[src/rtl/conv_pkg.sv]
// conv_pkg: shared definitions for the conv layer address controller and the
// accumulator/writer. Holds default widths, per-layer output counts, the tap
// flag bundle and the ReLU/saturation helpers.
package conv_pkg;

    localparam int DATA_W_DEF   = 8;
    localparam int WEIGHT_W_DEF = 8;
    localparam int BIAS_W_DEF   = 16;
    localparam int ACC_W_DEF    = 24;
    localparam int OUT_W_DEF    = 8;

    // Layer 1 output map: 28 x 28 x 1
    localparam int L1_OUT_COUNT  = 784;
    localparam int L1_W_OUT_ADDR = 10;

    // Working width for the clamp helpers; must exceed ACC_W + 1.
    localparam int SAT_W = 40;

    typedef struct packed {
        logic valid;
        logic first;
        logic last;
    } tap_flags_t;

    function automatic logic signed [SAT_W-1:0] out_max(input int out_w);
        return signed'((SAT_W'(1) << (out_w - 1)) - SAT_W'(1));
    endfunction

    // ReLU followed by clamp to the largest positive out_w-bit value.
    function automatic logic signed [SAT_W-1:0] relu_sat(input logic signed [SAT_W-1:0] s,
                                                         input int out_w);
        logic signed [SAT_W-1:0] hi;
        hi = out_max(out_w);
        if (s < 0)
            return '0;
        else if (s > hi)
            return hi;
        else
            return s;
    endfunction

endpackage

[src/rtl/conv_accum_writer_if.sv]
// conv_accum_writer_if: tap stream (flags + SRAM read data) into the writer
// and the output feature-map write bus out of it.
//   master : drives the tap stream, observes the write bus (controller/SRAM side)
//   slave  : consumes the tap stream, drives the write bus (conv_accum_writer)
interface conv_accum_writer_if
    import conv_pkg::*;
#(
    parameter int DATA_W     = DATA_W_DEF,
    parameter int WEIGHT_W   = WEIGHT_W_DEF,
    parameter int BIAS_W     = BIAS_W_DEF,
    parameter int OUT_W      = OUT_W_DEF,
    parameter int W_OUT_ADDR = L1_W_OUT_ADDR
);
    logic                       valid_in;
    logic                       first_in;
    logic                       last_in;
    logic signed [DATA_W-1:0]   rd_data;
    logic signed [WEIGHT_W-1:0] rd_weight;
    logic signed [BIAS_W-1:0]   rd_bias;

    logic                       wr_en;
    logic [W_OUT_ADDR-1:0]      wr_addr;
    logic signed [OUT_W-1:0]    wr_data;

    modport master (
        output valid_in, first_in, last_in, rd_data, rd_weight, rd_bias,
        input  wr_en, wr_addr, wr_data
    );

    modport slave (
        input  valid_in, first_in, last_in, rd_data, rd_weight, rd_bias,
        output wr_en, wr_addr, wr_data
    );
endinterface

[src/rtl/pipe_delay.sv]
// pipe_delay: DEPTH-stage shift register (DEPTH >= 1) with synchronous clear.
//   clk, rst_n : clock, async active-low reset
//   clr        : clears every stage on the next edge
//   din, dout  : WIDTH-bit input and DEPTH-cycle delayed output
module pipe_delay #(
    parameter int DEPTH = 1,
    parameter int WIDTH = 1
) (
    input  logic             clk,
    input  logic             rst_n,
    input  logic             clr,
    input  logic [WIDTH-1:0] din,
    output logic [WIDTH-1:0] dout
);
    logic [WIDTH-1:0] stage [DEPTH];

    always_ff @(posedge clk or negedge rst_n) begin
        if (!rst_n) begin
            for (int i = 0; i < DEPTH; i++) stage[i] <= '0;
        end else if (clr) begin
            for (int i = 0; i < DEPTH; i++) stage[i] <= '0;
        end else begin
            stage[0] <= din;
            for (int i = 1; i < DEPTH; i++) stage[i] <= stage[i-1];
        end
    end

    assign dout = stage[DEPTH-1];
endmodule

[src/rtl/conv_accum_writer.sv]
// conv_accum_writer: per-window multiply-accumulate, bias add, arithmetic
// shift, ReLU and saturation; writes one output pixel per window.
//   clk, rst_n : clock, async active-low reset
//   go         : start/restart; flushes in-flight windows, clears counter and sat_flag
//   bus        : slave side of conv_accum_writer_if (tap stream in, write bus out)
//   busy       : map in progress, drops the cycle after the final write
//   done       : one-cycle pulse together with the final write of the map
//   sat_flag   : sticky, an upper clamp happened since the last go
module conv_accum_writer
    import conv_pkg::*;
#(
    parameter int DATA_W       = DATA_W_DEF,
    parameter int WEIGHT_W     = WEIGHT_W_DEF,
    parameter int BIAS_W       = BIAS_W_DEF,
    parameter int ACC_W        = ACC_W_DEF,
    parameter int OUT_W        = OUT_W_DEF,
    parameter int QSHIFT       = 4,
    parameter int READ_LATENCY = 1,
    parameter int OUT_COUNT    = L1_OUT_COUNT,
    parameter int W_OUT_ADDR   = L1_W_OUT_ADDR
) (
    input  logic                 clk,
    input  logic                 rst_n,
    input  logic                 go,
    conv_accum_writer_if.slave   bus,
    output logic                 busy,
    output logic                 done,
    output logic                 sat_flag
);
    localparam int PROD_W = DATA_W + WEIGHT_W;
    localparam logic [W_OUT_ADDR-1:0] LAST_ADDR = W_OUT_ADDR'(OUT_COUNT - 1);

    // Flag alignment: flags travel READ_LATENCY cycles to meet rd_* data.
    tap_flags_t flags_a;
    tap_flags_t flags_d;

    assign flags_a = '{valid: bus.valid_in,
                       first: bus.first_in,
                       last:  bus.last_in & bus.valid_in};

    pipe_delay #(
        .DEPTH (READ_LATENCY),
        .WIDTH ($bits(tap_flags_t))
    ) u_flag_delay (
        .clk   (clk),
        .rst_n (rst_n),
        .clr   (go),
        .din   (flags_a),
        .dout  (flags_d)
    );

    // Stage 1: product and flags
    logic                     v1, f1, l1;
    logic signed [PROD_W-1:0] prod1;
    logic signed [BIAS_W-1:0] bias1;

    always_ff @(posedge clk or negedge rst_n) begin
        if (!rst_n) begin
            v1    <= 1'b0;
            f1    <= 1'b0;
            l1    <= 1'b0;
            prod1 <= '0;
            bias1 <= '0;
        end else begin
            v1    <= flags_d.valid & ~go;
            f1    <= flags_d.first & ~go;
            l1    <= flags_d.last  & ~go;
            prod1 <= PROD_W'(bus.rd_data) * PROD_W'(bus.rd_weight);
            bias1 <= bus.rd_bias;
        end
    end

    // Stage 2: accumulate; idle cycles inside a window simply hold acc
    logic signed [ACC_W-1:0]  acc;
    logic signed [ACC_W-1:0]  prod_ext;
    logic                     emit2;
    logic signed [BIAS_W-1:0] bias2;

    assign prod_ext = {{(ACC_W-PROD_W){prod1[PROD_W-1]}}, prod1};

    always_ff @(posedge clk or negedge rst_n) begin
        if (!rst_n) begin
            acc   <= '0;
            emit2 <= 1'b0;
            bias2 <= '0;
        end else begin
            if (v1) acc <= f1 ? prod_ext : acc + prod_ext;
            emit2 <= v1 & l1 & ~go;
            bias2 <= bias1;
        end
    end

    // Stage 3 datapath: one guard bit so acc + bias cannot wrap before the shift
    logic signed [ACC_W:0]   bias_ext;
    logic signed [ACC_W:0]   sum_s;
    logic signed [ACC_W:0]   shifted;
    logic signed [SAT_W-1:0] sat_in;
    logic signed [SAT_W-1:0] clamped;
    logic                    over;

    assign bias_ext = {{(ACC_W+1-BIAS_W){bias2[BIAS_W-1]}}, bias2};
    assign sum_s    = {acc[ACC_W-1], acc} + bias_ext;
    assign shifted  = sum_s >>> QSHIFT;
    assign sat_in   = {{(SAT_W-ACC_W-1){shifted[ACC_W]}}, shifted};
    assign clamped  = relu_sat(sat_in, OUT_W);
    assign over     = sat_in > out_max(OUT_W);

    // Stage 3 registers, address counter and map status
    logic [W_OUT_ADDR-1:0] cnt;

    always_ff @(posedge clk or negedge rst_n) begin
        if (!rst_n) begin
            bus.wr_en   <= 1'b0;
            bus.wr_addr <= '0;
            bus.wr_data <= '0;
            cnt         <= '0;
            busy        <= 1'b0;
            done        <= 1'b0;
            sat_flag    <= 1'b0;
        end else if (go) begin
            bus.wr_en <= 1'b0;
            cnt       <= '0;
            busy      <= 1'b1;
            done      <= 1'b0;
            sat_flag  <= 1'b0;
        end else begin
            bus.wr_en <= emit2;
            done      <= 1'b0;
            // done marks the final write; busy follows one cycle later
            if (done) busy <= 1'b0;
            if (emit2) begin
                bus.wr_addr <= cnt;
                bus.wr_data <= clamped[OUT_W-1:0];
                if (over) sat_flag <= 1'b1;
                if (cnt == LAST_ADDR) begin
                    cnt  <= '0;
                    done <= 1'b1;
                end else begin
                    cnt <= cnt + W_OUT_ADDR'(1);
                end
            end
        end
    end
endmodule

[src/flat_wrapper.sv]
// flat-port wrapper written by rule: the top's interface ports become plain ports
module conv_accum_writer_flat import conv_pkg::*;
#(
    parameter int DATA_W       = DATA_W_DEF,
    parameter int WEIGHT_W     = WEIGHT_W_DEF,
    parameter int BIAS_W       = BIAS_W_DEF,
    parameter int ACC_W        = ACC_W_DEF,
    parameter int OUT_W        = OUT_W_DEF,
    parameter int QSHIFT       = 4,
    parameter int READ_LATENCY = 1,
    parameter int OUT_COUNT    = L1_OUT_COUNT,
    parameter int W_OUT_ADDR   = L1_W_OUT_ADDR
)
  (clk, rst_n, go, busy, done, sat_flag, bus_valid_in, bus_first_in, bus_last_in, bus_rd_data, bus_rd_weight, bus_rd_bias, bus_wr_en, bus_wr_addr, bus_wr_data);
  conv_accum_writer_if #(.DATA_W(DATA_W), .WEIGHT_W(WEIGHT_W), .BIAS_W(BIAS_W), .OUT_W(OUT_W), .W_OUT_ADDR(W_OUT_ADDR)) bus_i ();
  input  logic clk;
  input  logic rst_n;
  input  logic go;
  output logic busy;
  output logic done;
  output logic sat_flag;
  input wire logic [$bits(bus_i.valid_in)-1:0] bus_valid_in;
  input wire logic [$bits(bus_i.first_in)-1:0] bus_first_in;
  input wire logic [$bits(bus_i.last_in)-1:0] bus_last_in;
  input wire logic [$bits(bus_i.rd_data)-1:0] bus_rd_data;
  input wire logic [$bits(bus_i.rd_weight)-1:0] bus_rd_weight;
  input wire logic [$bits(bus_i.rd_bias)-1:0] bus_rd_bias;
  output wire logic [$bits(bus_i.wr_en)-1:0] bus_wr_en;
  output wire logic [$bits(bus_i.wr_addr)-1:0] bus_wr_addr;
  output wire logic [$bits(bus_i.wr_data)-1:0] bus_wr_data;
  assign bus_i.valid_in = bus_valid_in;
  assign bus_i.first_in = bus_first_in;
  assign bus_i.last_in = bus_last_in;
  assign bus_i.rd_data = bus_rd_data;
  assign bus_i.rd_weight = bus_rd_weight;
  assign bus_i.rd_bias = bus_rd_bias;
  assign bus_wr_en = bus_i.wr_en;
  assign bus_wr_addr = bus_i.wr_addr;
  assign bus_wr_data = bus_i.wr_data;
  conv_accum_writer #(.DATA_W(DATA_W), .WEIGHT_W(WEIGHT_W), .BIAS_W(BIAS_W), .ACC_W(ACC_W), .OUT_W(OUT_W), .QSHIFT(QSHIFT), .READ_LATENCY(READ_LATENCY), .OUT_COUNT(OUT_COUNT), .W_OUT_ADDR(W_OUT_ADDR)) u_core (.clk(clk), .rst_n(rst_n), .go(go), .bus(bus_i), .busy(busy), .done(done), .sat_flag(sat_flag));
endmodule
[config.mk]
export PLATFORM = sky130hd
export DESIGN_NAME = conv_accum_writer_flat
export DESIGN_NICKNAME = d
export VERILOG_FILES = /design/src/rtl/conv_pkg.sv /design/src/rtl/conv_accum_writer_if.sv /design/src/rtl/pipe_delay.sv /design/src/rtl/conv_accum_writer.sv /design/src/flat_wrapper.sv
export SDC_FILE = /design/constraint.sdc
export NUM_CORES = 1
export LEC_CHECK = 0
export CAP_MARGIN = 25
export CORE_ASPECT_RATIO = 1.75
export CORE_MARGIN = 10
export CORE_UTILIZATION = 55
export CTS_CLUSTER_SIZE = 30
export DETAILED_ROUTE_END_ITERATION = 8
export DONT_BUFFER_PORTS = 1
export PLACE_DENSITY = 0.76
export SLEW_MARGIN = 20
export SYNTH_ARGS = -nofsm -noshare
export SYNTH_HDL_FRONTEND = slang
export SYNTH_SLANG_ARGS = --single-unit
[constraint.sdc]
create_clock -name clk -period 3.96 [get_ports clk]
set_clock_uncertainty 0.15 [all_clocks]
set_input_delay 0.594 -clock clk [delete_from_list [all_inputs] [get_ports clk]]
set_output_delay 0.594 -clock clk [all_outputs]
set_load 0.01 [all_outputs]
==> run_results.csv <==
group,metric,value,unit
synth,synth.area.top_cells,"dfrtp_1 (32%), fa_1 (13%), ha_1 (11%)",
global_routing,grt_pass1_vias,6681,
place,hpwl,15200,um
synth,synth_common_cells,"dfrtp_1 (111), inv_1 (111), nand2_1 (91), a21oi_1 (81), ha_1 (76)",
timing,period_share,101,%
detailed_routing,antenna_left,0,
synth,yosysWarningCount,0,
timing,period_minus_slack,4.02,ns
timing,rsz0062_at_grt,"true",
critical_path,end_kind,"flip-flop",
detailed_routing,drt-initial-drc-count,241,
global_routing,grt_max_degree,112,
timing,finalSetupViolCount,2,
run,max_cap_viol_count,0,
detailed_routing,first_pass_iters,5,
power_and_ir_drop,peakVddDrop,0.321,mV
synth,ys_seq_area_share,32.2,%
synth,syn_nets,1097,
floorplanning,die_y,186,um
cts,clk_path_buf_depth,2,
floorplanning,rows,60,
floorplanning,die_w,115,um
place,gp_congestion,0.914,
run_status,violations,"negative setup slack",
detailed_routing,via_count,6503,
min_path,min_path_type,"in2async",
timing,holdWs,0.00409,ns
detailed_routing,wire_per_inst,16.5,um
timing,hold_viol,0,
synth,synth_area_leader_cell,"dfrtp_1",
cts,worstSkewPairLatency,0.36,ns
synth,synthArstFlopShare,100,%
global_routing,track_usage,18.1,%
cts,cts_sinks,111,
finish,fillers,1260,
timing,fin_ws,-0.0558,ns
floorplanning,ios,60,
finish,drive_gt1_share,10.5,%
global_routing,grt_first_pass_wirelength,31300,um
critical_path,crit_fanout,5,
critical_path,required,4.07,ns
place,port_buffers,0,
critical_path,crit_type,"in2reg",
global_routing,overflow,0,
critical_path,r2r_cells,11,
detailed_routing,drt-vias-per-instance,5.66,
global_routing,antenna_found_initial,1,
timing,tightest_slew,0.962,ns
detailed_routing,wl,18900,um
floorplanning,initial_core_util,56.0,%
critical_path,crit_path_start_kind,"primary input",
floorplanning,dieArea,0.0213,mm^2
synth,synth_edf_count,0,
detailed_routing,drcViolationCount,0,
timing,drv_slew,0,
cts,htreeDepth,3,
timing,slew_headroom,35.3,%
synth,synth_seq_cells,111,
power_and_ir_drop,p_leak,0.00449,uW
run_status,outcome,"complete, but fails checks",
synth,synth_ff_type,"dfrtp_1",
cts,cts-root-buf,"clkbuf_16",
critical_path,worstPathArrival,4.13,ns
cts,clk_pin_slew,0.09,ns
power_and_ir_drop,powerDensity,790,mW/mm^2
timing,finalSetupTns,-0.0728,ns
synth,synth_cells,927,
synth,synth_top_area_share,32.2,%
finish,syn_to_final_growth,10.3,%
finish,nets,1126,
synth,syn_area,0.00862,mm^2
floorplanning,fp.coreArea,0.0154,mm^2
cts,cts_tree,"done",
timing,fmax,249,MHz
synth,synth_cell_type_count,66,
cts,cts_buffers,9,
synth,syn_area_per_cell,9.29,um^2
## repair_timing
item	CTS	global route
hold endpoints to repair	111	0
hold buffers	1	0
pin swaps	1	15
buffers inserted	0	2
gates resized for setup	1	15
endpoints found under the setup margin	4	4
## critical path, stage by stage
cell and delay (ns):
clkinvlp_4 0.13, fa_1 0.52, fa_1 0.51, inv_2 0.04, fa_1 0.52, inv_1 0.05, fa_1 0.49, inv_2 0.05
ha_4 0.26, o21ai_2 0.06, a21boi_2 0.18, o21ai_2 0.10, a21boi_2 0.17, o21ai_2 0.08, a21boi_2 0.19, nand3_1 0.09
o211ai_1 0.09
## flip-flops by register name (all words and copies together) (netlist names)
register,cells
u_core.busy,1
u_core.f1,1
u_core.sat_flag,1
u_core.cnt,10
u_core.bus.wr_data,8
u_core.bias2,16
u_core.u_flag_delay.dout,3
u_core.v1,1
u_core.bus.wr_en,1
u_core.l1,1
u_core.done,1
u_core.prod1,16
u_core.emit2,1
u_core.bus.wr_addr,10
u_core.bias1,16
u_core.acc,24
## area by class of cell
class | instances | area [um^2] | area share (%)
clock buffer | 10 | 229 | 2.41
clock inverter | 6 | 67.6 | 0.711
timing repair buffer | 35 | 298 | 3.13
antenna | 1 | 2.50 | 0.0263
tap | 186 | 233 | 2.45
inverter | 111 | 420 | 4.43
multi-input combinational | 688 | 5470 | 57.6
sequential | 111 | 2780 | 29.2
## metrics by stage
stage | cell area [um^2] | util (%) | power, uW | std cells | setup WS, ns
6_report | 9500 | 61.7 | 7500 | 1148 | -0.0558
5_1_grt | 9500 | 61.7 | 8190 | 1148 | -0.220
4_1_cts | 9430 | 61.3 | 7440 | 1144 | -0.0706
3_5_place_dp | 9110 | 59.2 | 6480 | 1127 | -0.509
3_3_place_gp | 9100 | 59.1 | 6340 | 1126 | -0.360
2_1_floorplan | 8700 | - | 5310 | 927 | -0.258
## path summary, 6_finish.rpt
check                                     startpoint                                 to  slack [ns]
setup / recovery                    bus_rd_weight[7]         u_core.prod1[14]$_DFF_PN0_       -0.06
hold / removal                                 rst_n  u_core.bus.wr_addr[7]$_DFFE_PN0P_       0.004
setup reg to reg           u_core.acc[7]$_DFFE_PN0P_  u_core.bus.wr_data[4]$_DFFE_PN0P_        0.64
hold reg to reg            u_core.bias1[1]$_DFF_PN0_          u_core.bias2[1]$_DFF_PN0_        0.20
max in group asynchronous                      rst_n         u_core.bias1[13]$_DFF_PN0_        3.22
min in group clk                      bus_rd_bias[4]          u_core.bias1[4]$_DFF_PN0_        0.11
## power breakdown
group	leakage, uW	internal [uW]	total, uW	switching [uW]
sequential	0.00137	1370	1630	260
clock	0.000146	453	902	449
combinational	0.00297	2310	4970	2660
total	0.00449	4130	7500	3370
## cell families after synthesis
group | Yosys count | synth area share (%)
compound gates | 205 | 15.3
flops | 111 | 32.2
buf+inv | 128 | 5.61
simple gates | 297 | 17.0
mux | 7 | 0.842
fa+ha+maj | 132 | 24.0
xor+xnor | 47 | 5.00
## cell usage in the layout (no fill, tap or decap), types with 12 or more instances in the layout
cell,count
xor2_1,12
nand2_1,90
a21oi_1,78
nor3_1,16
dfrtp_1,111
fa_1,54
xnor2_1,34
and2_1,41
nor2_1,61
buf_4,29
nand2b_1,13
inv_1,104
nand3_1,21
ha_1,72
o21ai_0,32
nor2b_1,12
## layer usage
metal  track usage (%)  routed length, um  vias to the layer above  part of all wire, %
met3              3.00                615                       38                  3.2
met5                 0                  0                        -                    0
met2              34.8              10700                      135                   56
met1              18.3               7020                     3129                   37
met4              7.85                627                        0                  3.3
li1                  -                  -                     3201                    -
Note: power is estimated with default switching activity, not from simulation.
